==> src/rtl/prescale_period_meter.sv <==
// rtl/prescale_period_meter.sv - averaged period meter for the prescaler output
//
// Purpose: synchronises the asynchronous prescaler square wave, measures the
// spacing of its rising edges in clk cycles, averages 2^AVG_LOG2 spacings and
// presents the result through a valid/ack handshake.
//
// Ports:
//   clk          system clock, rising edge
//   reset        asynchronous active-high reset
//   prescaled    prescaler output, asynchronous to clk
//   enable       measurement enable
//   periodAck    consumer acknowledges period
//   period       averaged period in clocks (CNT_W bits)
//   periodValid  period holds an unacknowledged result
//   overrun      sticky: a result was overwritten before being acked
//   timeout      sticky: no edge arrived within 2^CNT_W-1 clocks

module prescale_period_meter #(
  parameter int CNT_W       = 24,
  parameter int AVG_LOG2    = 2,
  parameter int MIN_PERIOD  = 8,
  parameter int SYNC_STAGES = 2
) (
  input  logic             clk,
  input  logic             reset,
  input  logic             prescaled,
  input  logic             enable,
  input  logic             periodAck,
  output logic [CNT_W-1:0] period,
  output logic             periodValid,
  output logic             overrun,
  output logic             timeout
);

  localparam int ACC_W  = CNT_W + AVG_LOG2;
  localparam int NPER_W = AVG_LOG2 + 1;

  localparam logic [CNT_W-1:0]  CNT_MAX   = '1;
  localparam logic [CNT_W:0]    MIN_P     = (CNT_W+1)'(MIN_PERIOD);
  // nper value at which the next accepted edge completes an average
  localparam logic [NPER_W-1:0] NPER_LAST = NPER_W'((1 << AVG_LOG2) - 1);

  typedef enum logic {
    IDLE,
    MEASURE
  } state_t;

  state_t state_q, state_d;

  logic [SYNC_STAGES-1:0] sync_q;
  logic                   prev_q;
  logic                   rise;

  logic [CNT_W-1:0]  cnt_q, cnt_d;
  logic [ACC_W-1:0]  acc_q, acc_d;
  logic [NPER_W-1:0] nper_q, nper_d;

  logic [CNT_W-1:0] period_d;
  logic             valid_d;
  logic             overrun_d;
  logic             timeout_d;

  logic [CNT_W:0]   cnt_inc;
  logic [CNT_W-1:0] sample;
  logic [ACC_W-1:0] acc_sum;
  logic             accepted;
  logic             new_result;

  // Synchroniser and edge detector run independently of enable so that the
  // first rise after enabling is seen cleanly.
  always_ff @(posedge clk or posedge reset) begin
    if (reset) begin
      sync_q <= '0;
      prev_q <= 1'b0;
    end else begin
      sync_q <= {sync_q[SYNC_STAGES-2:0], prescaled};
      prev_q <= sync_q[SYNC_STAGES-1];
    end
  end

  assign rise = sync_q[SYNC_STAGES-1] & ~prev_q;

  always_ff @(posedge clk or posedge reset) begin
    if (reset) begin
      state_q     <= IDLE;
      cnt_q       <= '0;
      acc_q       <= '0;
      nper_q      <= '0;
      period      <= '0;
      periodValid <= 1'b0;
      overrun     <= 1'b0;
      timeout     <= 1'b0;
    end else begin
      state_q     <= state_d;
      cnt_q       <= cnt_d;
      acc_q       <= acc_d;
      nper_q      <= nper_d;
      period      <= period_d;
      periodValid <= valid_d;
      overrun     <= overrun_d;
      timeout     <= timeout_d;
    end
  end

  // The sample for the closing edge is cnt+1; a counter already at its
  // maximum is a timeout, never a sample, so the sample always fits CNT_W.
  assign cnt_inc  = {1'b0, cnt_q} + 1'b1;
  assign sample   = cnt_inc[CNT_W-1:0];
  assign acc_sum  = acc_q + ACC_W'(sample);
  assign accepted = (state_q == MEASURE) && rise && (cnt_inc >= MIN_P) &&
                    (cnt_q != CNT_MAX);
  assign new_result = enable && accepted && (nper_q == NPER_LAST);

  always_comb begin
    state_d   = state_q;
    cnt_d     = cnt_q;
    acc_d     = acc_q;
    nper_d    = nper_q;
    timeout_d = timeout;

    if (!enable) begin
      state_d = IDLE;
      cnt_d   = '0;
      acc_d   = '0;
      nper_d  = '0;
    end else begin
      case (state_q)
        IDLE: begin
          cnt_d  = '0;
          acc_d  = '0;
          nper_d = '0;
          if (rise) begin
            state_d   = MEASURE;
            timeout_d = 1'b0;
          end
        end
        MEASURE: begin
          if (cnt_q == CNT_MAX) begin
            timeout_d = 1'b1;
            state_d   = IDLE;
            cnt_d     = '0;
            acc_d     = '0;
            nper_d    = '0;
          end else if (accepted) begin
            // the closing edge of one period opens the next, so no gap
            cnt_d = '0;
            if (nper_q == NPER_LAST) begin
              acc_d  = '0;
              nper_d = '0;
            end else begin
              acc_d  = acc_sum;
              nper_d = nper_q + NPER_W'(1);
            end
          end else begin
            cnt_d = cnt_q + CNT_W'(1);
          end
        end
        default: begin
          state_d = IDLE;
          cnt_d   = '0;
          acc_d   = '0;
          nper_d  = '0;
        end
      endcase
    end
  end

  // Handshake: a result coinciding with an ack is a clean hand-over, not an
  // overrun; ack with nothing pending leaves everything as is.
  always_comb begin
    period_d  = period;
    valid_d   = periodValid;
    overrun_d = overrun;

    if (new_result) begin
      period_d = CNT_W'(acc_sum >> AVG_LOG2);
      valid_d  = 1'b1;
      if (periodValid && !periodAck) begin
        overrun_d = 1'b1;
      end else if (periodAck) begin
        overrun_d = 1'b0;
      end
    end else if (periodAck) begin
      valid_d   = 1'b0;
      overrun_d = 1'b0;
    end
  end

endmodule

==> config.mk <==
export PLATFORM = sky130hd
export DESIGN_NAME = prescale_period_meter
export DESIGN_NICKNAME = d
export VERILOG_FILES = /design/src/rtl/prescale_period_meter.sv
export SDC_FILE = /design/constraint.sdc
export NUM_CORES = 1
export LEC_CHECK = 0
export BUFFER_PORTS_ARGS = -buffer_cell sky130_fd_sc_hd__buf_2
export CORE_MARGIN = 2
export CORE_UTILIZATION = 55
export CTS_CLUSTER_DIAMETER = 100
export DETAILED_ROUTE_END_ITERATION = 10
export HOLD_SLACK_MARGIN = 0.1
export PLACE_DENSITY = 0.76
export SYNTH_ARGS = -nofsm -noshare
export SYNTH_HDL_FRONTEND = slang
export SYNTH_SLANG_ARGS = --single-unit
==> constraint.sdc <==
create_clock -name clk -period 3.25 [get_ports clk]
set_input_delay 0 -clock clk [delete_from_list [all_inputs] [get_ports clk]]
set_output_delay 0 -clock clk [all_outputs]
set_load 0.02 [all_outputs]
==> results.py, run 1 <==
metrics = {
    "synthesis": {
        "yosys_warnings": 0,
        "ys_ff_latch": 84,
        "ys.flop_type": "dfrtp_1",
        "synth_top_area_share_pct": 42.5,
        "synthTopCellsByArea": "dfrtp_1 42%, ha_1 6.8%, xnor2_1 5.1%, a22o_1 3.9%, and3_1 3.7%",
        "yosysMostFrequentCell": "dfrtp_1",
        "ys_seq_area_share_pct": 42.5,
        "syn_nets": 516,
        "synth_top_area_cell": "dfrtp_1",
        "synth_commonest_cells": "84 x dfrtp_1, 33 x a21oi_1, 29 x and3_1, 29 x nand2_1, 29 x xnor2_1",
        "synth_edf_count": 0,
        "async_reset_ff_share_pct": 100,
        "synthDistinctLibCells": 59,
        "netlist_instances": 483,
        "postSynthAreaPerCell_um2": 10.2,
        "synthesis.area_mm2": 0.00495,
    },
    "setup_path": {
        "cpMostUsedCell": "o41ai_4",
        "critPathKind": "register to register",
        "crit_path_max_incr_delay_ns": 0.43,
        "cp.arrival_ns": 3.72,
        "cp-start-kind": "register",
        "cp_max_fo": 4,
        "cp_cell_sequence": "buf_4 > nand3_2 > nor2_4 > nand2_1 > xnor2_2 > ha_1 > nand2_2 > o41ai_4 > a21oi_4 > o41ai_4 > a211oi_4 > o31ai_4 > a211oi_2 > xnor2_1 > mux2_4",
        "crit_path_end_kind": "register",
        "critical_path_required_ns": 3.50,
        "cp_slowest_cell": "dfrtp_2",
    },
    "clock_network": {
        "cts_buffers": 9,
        "cts-root-buf": "clkbuf_8",
        "path_clk_slew_ns": 0.09,
        "cts_tree": "built",
        "clkLatencyLatePin_ns": 0.37,
        "cts_sinks": 84,
        "htreeDepth": 3,
        "cts.path.max_buffers": 2,
    },
    "placement": {
        "port_buffers": 31,
        "dp_hpwl_um": 8690,
        "placed_area_mm2": 0.00580,
        "place_congestion": 0.902,
        "dp_slack_ns": -0.272,
    },
    "power_and_ir_drop": {
        "power_per_cell_area_mw_per_mm2": 269,
        "vdd_ir_drop_max_mv": 0.204,
        "leakage_uw": 0.00351,
    },
    "status": {
        "violations": "negative setup slack",
        "status": "finished, violations left",
    },
    "flow_run": {
        "drv_cap": 0,
    },
    "floorplan": {
        "ios": 32,
        "rows": 34,
        "core_mm2": 0.00872,
        "die_h_um": 98.9,
        "die_x_um": 98.9,
        "dieArea_mm2": 0.00977,
        "initial_core_util_pct": 56.7,
    },
    "route": {
        "drt_iter0_drc": 546,
        "firstDrtPassIters": 5,
        "drc": 0,
        "routed_wl_um": 16800,
        "final_antenna_net_count": 0,
        "detail_route.wl_per_cell_um": 23.1,
        "vias": 4812,
        "via_per_inst": 6.61,
    },
    "grt": {
        "grt_pass1_wl_um": 23000,
        "grt_usage_pct": 29.8,
        "grt_max_degree": 55,
        "first_global_vias": 4579,
        "grt_overflow": 0,
        "grt_antenna_before_repair": 0,
    },
    "sta": {
        "finalHoldViolCount": 0,
        "rsz0062_at_grt": "true",
        "tns_ns": -2.13,
        "fmax_mhz": 289,
        "tightest_slew_ns": 0.875,
        "fin_crit_ns": 3.46,
        "hold_slack_ns": 0.189,
        "setup_slack_ns": -0.214,
        "setup_viol": 21,
        "report.final.slew_viol_count": 0,
        "fin_skew_ns": 0.0109,
        "layout_worst_path_cycle_share_pct": 107,
        "max_slew_margin_pct": 41.6,
    },
    "layout": {
        "postLayoutCoreUtil_pct": 78.9,
        "drive_above_1_share_pct": 42.4,
        "antennaDiodeCount": 0,
        "final_area_mm2": 0.00688,
        "fin_nets": 650,
        "area_growth_pct": 39.1,
        "fillCellCount": 451,
    },
    "min_path": {
        "hp-class": "primary input to async pin",
    },
}
-- worst paths after layout --
path	from	end	slack (ns)	cells past startpoint
worst max-delay path	cnt_q[0]$_DFF_PP0_	period[21]$_DFFE_PP0P_	-0.21	15
worst min-delay path	reset	period[23]$_DFFE_PP0P_	0.19	3
worst max register to register	cnt_q[0]$_DFF_PP0_	period[21]$_DFFE_PP0P_	-0.21	15
worst min register to register	sync_q[0]$_DFF_PP0_	sync_q[1]$_DFF_PP0_	0.36	0
max in group asynchronous	reset	cnt_q[2]$_DFF_PP0_	1.96	4
min in group clk	prescaled	sync_q[0]$_DFF_PP0_	0.28	2
-- state kept, by name, indices dropped and copies added, names as in the netlist --
| signal | cells |
|---|---|
| acc_q | 26 |
| cnt_q | 24 |
| nper_q | 3 |
| overrun | 1 |
| period | 24 |
| periodValid | 1 |
| prev_q | 1 |
| state_q | 1 |
| sync_q | 2 |
| timeout | 1 |
-- cells by family (layout without fill, tap and decap cells) --
group / Yosys count / count (layout) / share of synthesized area, %
xor gates and xnor gates: 47 / 47 / 8.75
adders and majority gates: 28 / 28 / 7.23
muxes: 24 / 24 / 5.51
AOI/OAI and AO/OA: 107 / 107 / 14.7
buffers and inverters: 34 / 170 / 3.14
and+or+nand+nor: 159 / 160 / 18.2
DFF: 84 / 84 / 42.5
-- layer usage --
| layer | GRT usage [%] | wire (um) | vias to the layer above |
|---|---|---|---|
| met5 | 0 | 0 | - |
| met4 | 10.7 | 701 | 0 |
| met3 | 3.90 | 1660 | 90 |
| met2 | 48.2 | 8020 | 365 |
| met1 | 41.3 | 6450 | 2345 |
| li1 | - | - | 2012 |
-- critical path: cells and delay by family, from the launching register on --
family	cells	cell delay, ns
xor gates and xnor gates	2	0.32
and+or+nand+nor	4	0.54
DFF	1	0.43
adders and majority gates	1	0.39
muxes	1	0.27
AOI/OAI and AO/OA	6	1.26
buffers and inverters	1	0.14
-- cell type report --
cell class | instances | area, um^2 | area share [%]
repair buffers | 137 | 1000 | 14.5
clock inverters | 5 | 55.1 | 0.800
multi-input cells | 366 | 3390 | 49.2
inverters | 19 | 72.6 | 1.05
well taps | 108 | 135 | 1.96
flip-flops and latches | 84 | 2110 | 30.6
clock buffers | 9 | 124 | 1.80
-- report_power, final --
| part | leakage, uW | switching, uW | internal, uW | total, uW |
|---|---|---|---|---|
| registers | 0.00116 | 2.98 | 1050 | 1050 |
| clock network | 0.0000870 | 403 | 344 | 747 |
| logic | 0.00226 | 39.9 | 15.8 | 55.6 |
-- cell usage in the layout, fill, tap and decap left out, types with 8 or more instances in the layout --
| cell | instances |
|---|---|
| nand2_1 | 25 |
| a21oi_2 | 8 |
| a21o_1 | 8 |
| buf_4 | 94 |
| xnor2_1 | 20 |
| a22o_1 | 22 |
| and3_1 | 28 |
| inv_1 | 18 |
| ha_1 | 18 |
| buf_2 | 31 |
| clkbuf_8 | 9 |
| dfrtp_1 | 80 |
| o21ai_0 | 12 |
| a21oi_1 | 22 |
| xor2_1 | 9 |
| mux2_2 | 13 |
| nand3_1 | 12 |
| ha_4 | 9 |
| nor2_1 | 23 |
| nand4_1 | 9 |
-- metrics by stage --
stage	cells	total power (uW)
after global placement	684	1120
after CTS	711	1840
final	728	1850
after floorplan	483	1100
after global routing	728	1890
after detailed placement	684	1120
-- timing repair --
| item | 4_1_cts | 5_1_grt |
|---|---|---|
| hold endpoints to repair | 35 | 0 |
| hold buffers | 4 | 0 |
| cloned | 1 | 0 |
| buffers inserted | 9 | 18 |
| resized for setup | 71 | 49 |
| setup endpoints to repair | 34 | 48 |
| pin swaps | 27 | 31 |
No activity file was read; power rests on OpenSTA's default activity.
==> run 2, diff against run 1 <==
--- a/config.mk
+++ b/config.mk
@@ -9,9 +9,10 @@
 export CORE_MARGIN = 2
 export CORE_UTILIZATION = 55
 export CTS_CLUSTER_DIAMETER = 100
+export CTS_CLUSTER_SIZE = 8
 export DETAILED_ROUTE_END_ITERATION = 10
 export HOLD_SLACK_MARGIN = 0.1
-export PLACE_DENSITY = 0.76
+export PLACE_DENSITY = 0.77
 export SYNTH_ARGS = -nofsm -noshare
 export SYNTH_HDL_FRONTEND = slang
 export SYNTH_SLANG_ARGS = --single-unit
==> results.py, run 2 (synthesis gave the netlist of run 1 again) <==
metrics = {
    "setup_path": {
        "r2r_slack_ns": -0.24,
        "r2r-start": "cnt_q[0]$_DFF_PP0_",
        "crit_path_end_kind": "register",
        "reg2reg_depth": 17,
        "critPathKind": "register to register",
        "cp.arrival_ns": 3.75,
        "r2r_end": "period[20]$_DFFE_PP0P_",
        "cp_max_fo": 4,
        "critical_path_required_ns": 3.51,
        "cp-start-kind": "register",
    },
    "layout": {
        "largest_reg_flops": 26,
        "reg.largest.list": "acc_q x26, cnt_q x24, period x24",
        "final_area_mm2": 0.00688,
        "layout_commonest_cell": "buf_4",
        "antennaDiodeCount": 0,
        "regMostFlops": "acc_q",
        "drive_above_1_share_pct": 44.1,
        "fin_nets": 651,
        "most-common-layout-cells": "94 x buf_4, 78 x dfrtp_1, 31 x buf_2",
        "area_growth_pct": 38.9,
    },
    "min_path": {
        "hold_depth": 2,
        "min_from": "prescaled",
        "min_to": "sync_q[0]$_DFF_PP0_",
        "hp-class": "primary input to register",
    },
    "route": {
        "detail_route.wl_per_cell_um": 22.2,
        "final_antenna_net_count": 0,
        "routed_wl_um": 16200,
        "firstDrtPassIters": 5,
        "drc": 0,
        "via_per_inst": 6.50,
        "drt_iter0_drc": 409,
        "vias": 4750,
    },
    "power_and_ir_drop": {
        "pwr-share-comb_pct": 3.0,
        "power_per_cell_area_mw_per_mm2": 276,
        "intPower_uw": 1420,
        "vdd_ir_drop_max_mv": 0.283,
        "p_seq_share_pct": 55.5,
        "p_clk_share_pct": 41.5,
        "leakage_uw": 0.00349,
        "netSwitchingFraction_pct": 24.8,
        "p_total_uw": 1890,
        "p_sw_uw": 469,
    },
    "clock_network": {
        "cts_tree": "built",
        "clkLatencyLatePin_ns": 0.37,
        "cts_sinks": 84,
        "htreeDepth": 3,
        "cts.path.max_buffers": 2,
        "cts_buffers": 9,
        "cts-root-buf": "clkbuf_8",
        "path_clk_slew_ns": 0.09,
    },
    "sta": {
        "setup_viol": 24,
        "fin_crit_ns": 3.49,
        "fmax_mhz": 286,
        "setup_slack_ns": -0.241,
        "report.final.slew_viol_count": 0,
        "rsz0062_at_grt": "true",
        "tightest_slew_ns": 0.736,
        "max_slew_margin_pct": 50.9,
        "fin_skew_ns": 0.00827,
        "finalHoldViolCount": 0,
        "layout_worst_path_cycle_share_pct": 107,
    },
    "flow_run": {
        "drv_cap": 0,
    },
    "floorplan": {
        "die_x_um": 98.9,
        "die_h_um": 98.9,
        "initial_core_util_pct": 56.7,
        "dieArea_mm2": 0.00977,
        "ios": 32,
        "rows": 34,
        "core_mm2": 0.00872,
    },
    "grt": {
        "first_global_vias": 4530,
        "grt_usage_pct": 28.8,
        "grt_overflow": 0,
        "grt_pass1_wl_um": 22500,
        "grt_antenna_before_repair": 0,
        "grt_max_degree": 48,
    },
    "status": {
        "status": "finished, violations left",
        "violations": "negative setup slack",
    },
    "placement": {
        "placed_area_mm2": 0.00583,
        "dp_slack_ns": -0.279,
        "dp_hpwl_um": 8720,
        "port_buffers": 31,
        "place_congestion": 0.942,
    },
}
[run 2: changes by cell type in the layout (fill, tap and decap cells not counted), sizes merged]
cell and change:
buf +1, clkinv +1, clkinvlp -1, dlygate4sd3 +1, inv +2, nor3 -1
[run 2: worst max-delay path by stage]
stage	start	endpoint	slack, ns
6_report	cnt_q[0]$_DFF_PP0_	period[20]$_DFFE_PP0P_	-0.24
5_1_grt	cnt_q[11]$_DFF_PP0_	period[23]$_DFFE_PP0P_	-0.35
4_1_cts	cnt_q[0]$_DFF_PP0_	period[21]$_DFFE_PP0P_	-0.07
3_5_place_dp	cnt_q[0]$_DFF_PP0_	period[22]$_DFFE_PP0P_	-0.28
3_3_place_gp	cnt_q[1]$_DFF_PP0_	period[22]$_DFFE_PP0P_	-0.15
2_1_floorplan	cnt_q[0]$_DFF_PP0_	period[21]$_DFFE_PP0P_	0.002
[run 2: stage by stage]
stage	setup TNS, ns	utilization [%]	std cells	hold WS (ns)
detailed placement	-2.70	66.8	688	-0.0997
finish	-2.67	78.8	731	0.283
global route	-5.80	78.8	731	0.289
CTS	-0.274	74.0	720	0.269
global placement	-1.46	66.8	688	-0.107
floorplan	0	-	483	0.0314
[run 2: final cells by class]
cell class	instances	area, um^2
Fill cell	461	1850
Clock buffer	9	124
Multi-Input combinational cell	365	3340
Timing Repair Buffer	139	1020
Tap cell	108	135
Inverter	19	72.6
Clock inverter	7	73.8
Sequential cell	84	2110
[run 2: metal layers]
metal | track usage [%] | vias to the layer above | share of wire (%)
li1 | - | 2019 | -
met3 | 4.04 | 81 | 7.8
met5 | 0 | - | 0
met4 | 11.9 | 0 | 4.4
met2 | 45.6 | 295 | 48
met1 | 40.2 | 2355 | 40
[run 2: power by group through the flow]
stage          Clock, uW  Sequential, uW  Combinational [uW]
4_1_cts              780            1050                56.4
6_report             787            1050                57.1
2_1_floorplan          0            1070                29.5
5_1_grt              824            1050                65.1
3_3_place_gp           0            1070                50.2
3_5_place_dp           0            1070                51.1
[run 2: what timing repair did]
action / 4_1_cts / 5_1_grt
hold buffers: 5 / 0
pin swaps: 27 / 45
endpoints found under the hold margin: 90 / 0
setup endpoints to repair: 22 / 28
resized for setup: 59 / 70
buffers inserted: 12 / 11
[run 2: worst max-delay path: stages (launching register included)]
cell and delay [ns]:
dfrtp_2 0.43, ha_4 0.16, nand2_4 0.08, nor3_4 0.24
buf_6 0.17, nand3_4 0.10, xnor2_4 0.17, ha_4 0.19
buf_6 0.11, a21o_1 0.17, a21o_1 0.19, a21oi_2 0.19
nand2_1 0.08, or3_4 0.38, nand3b_1 0.18, a21oi_2 0.09
xor2_1 0.18, mux2_4 0.27
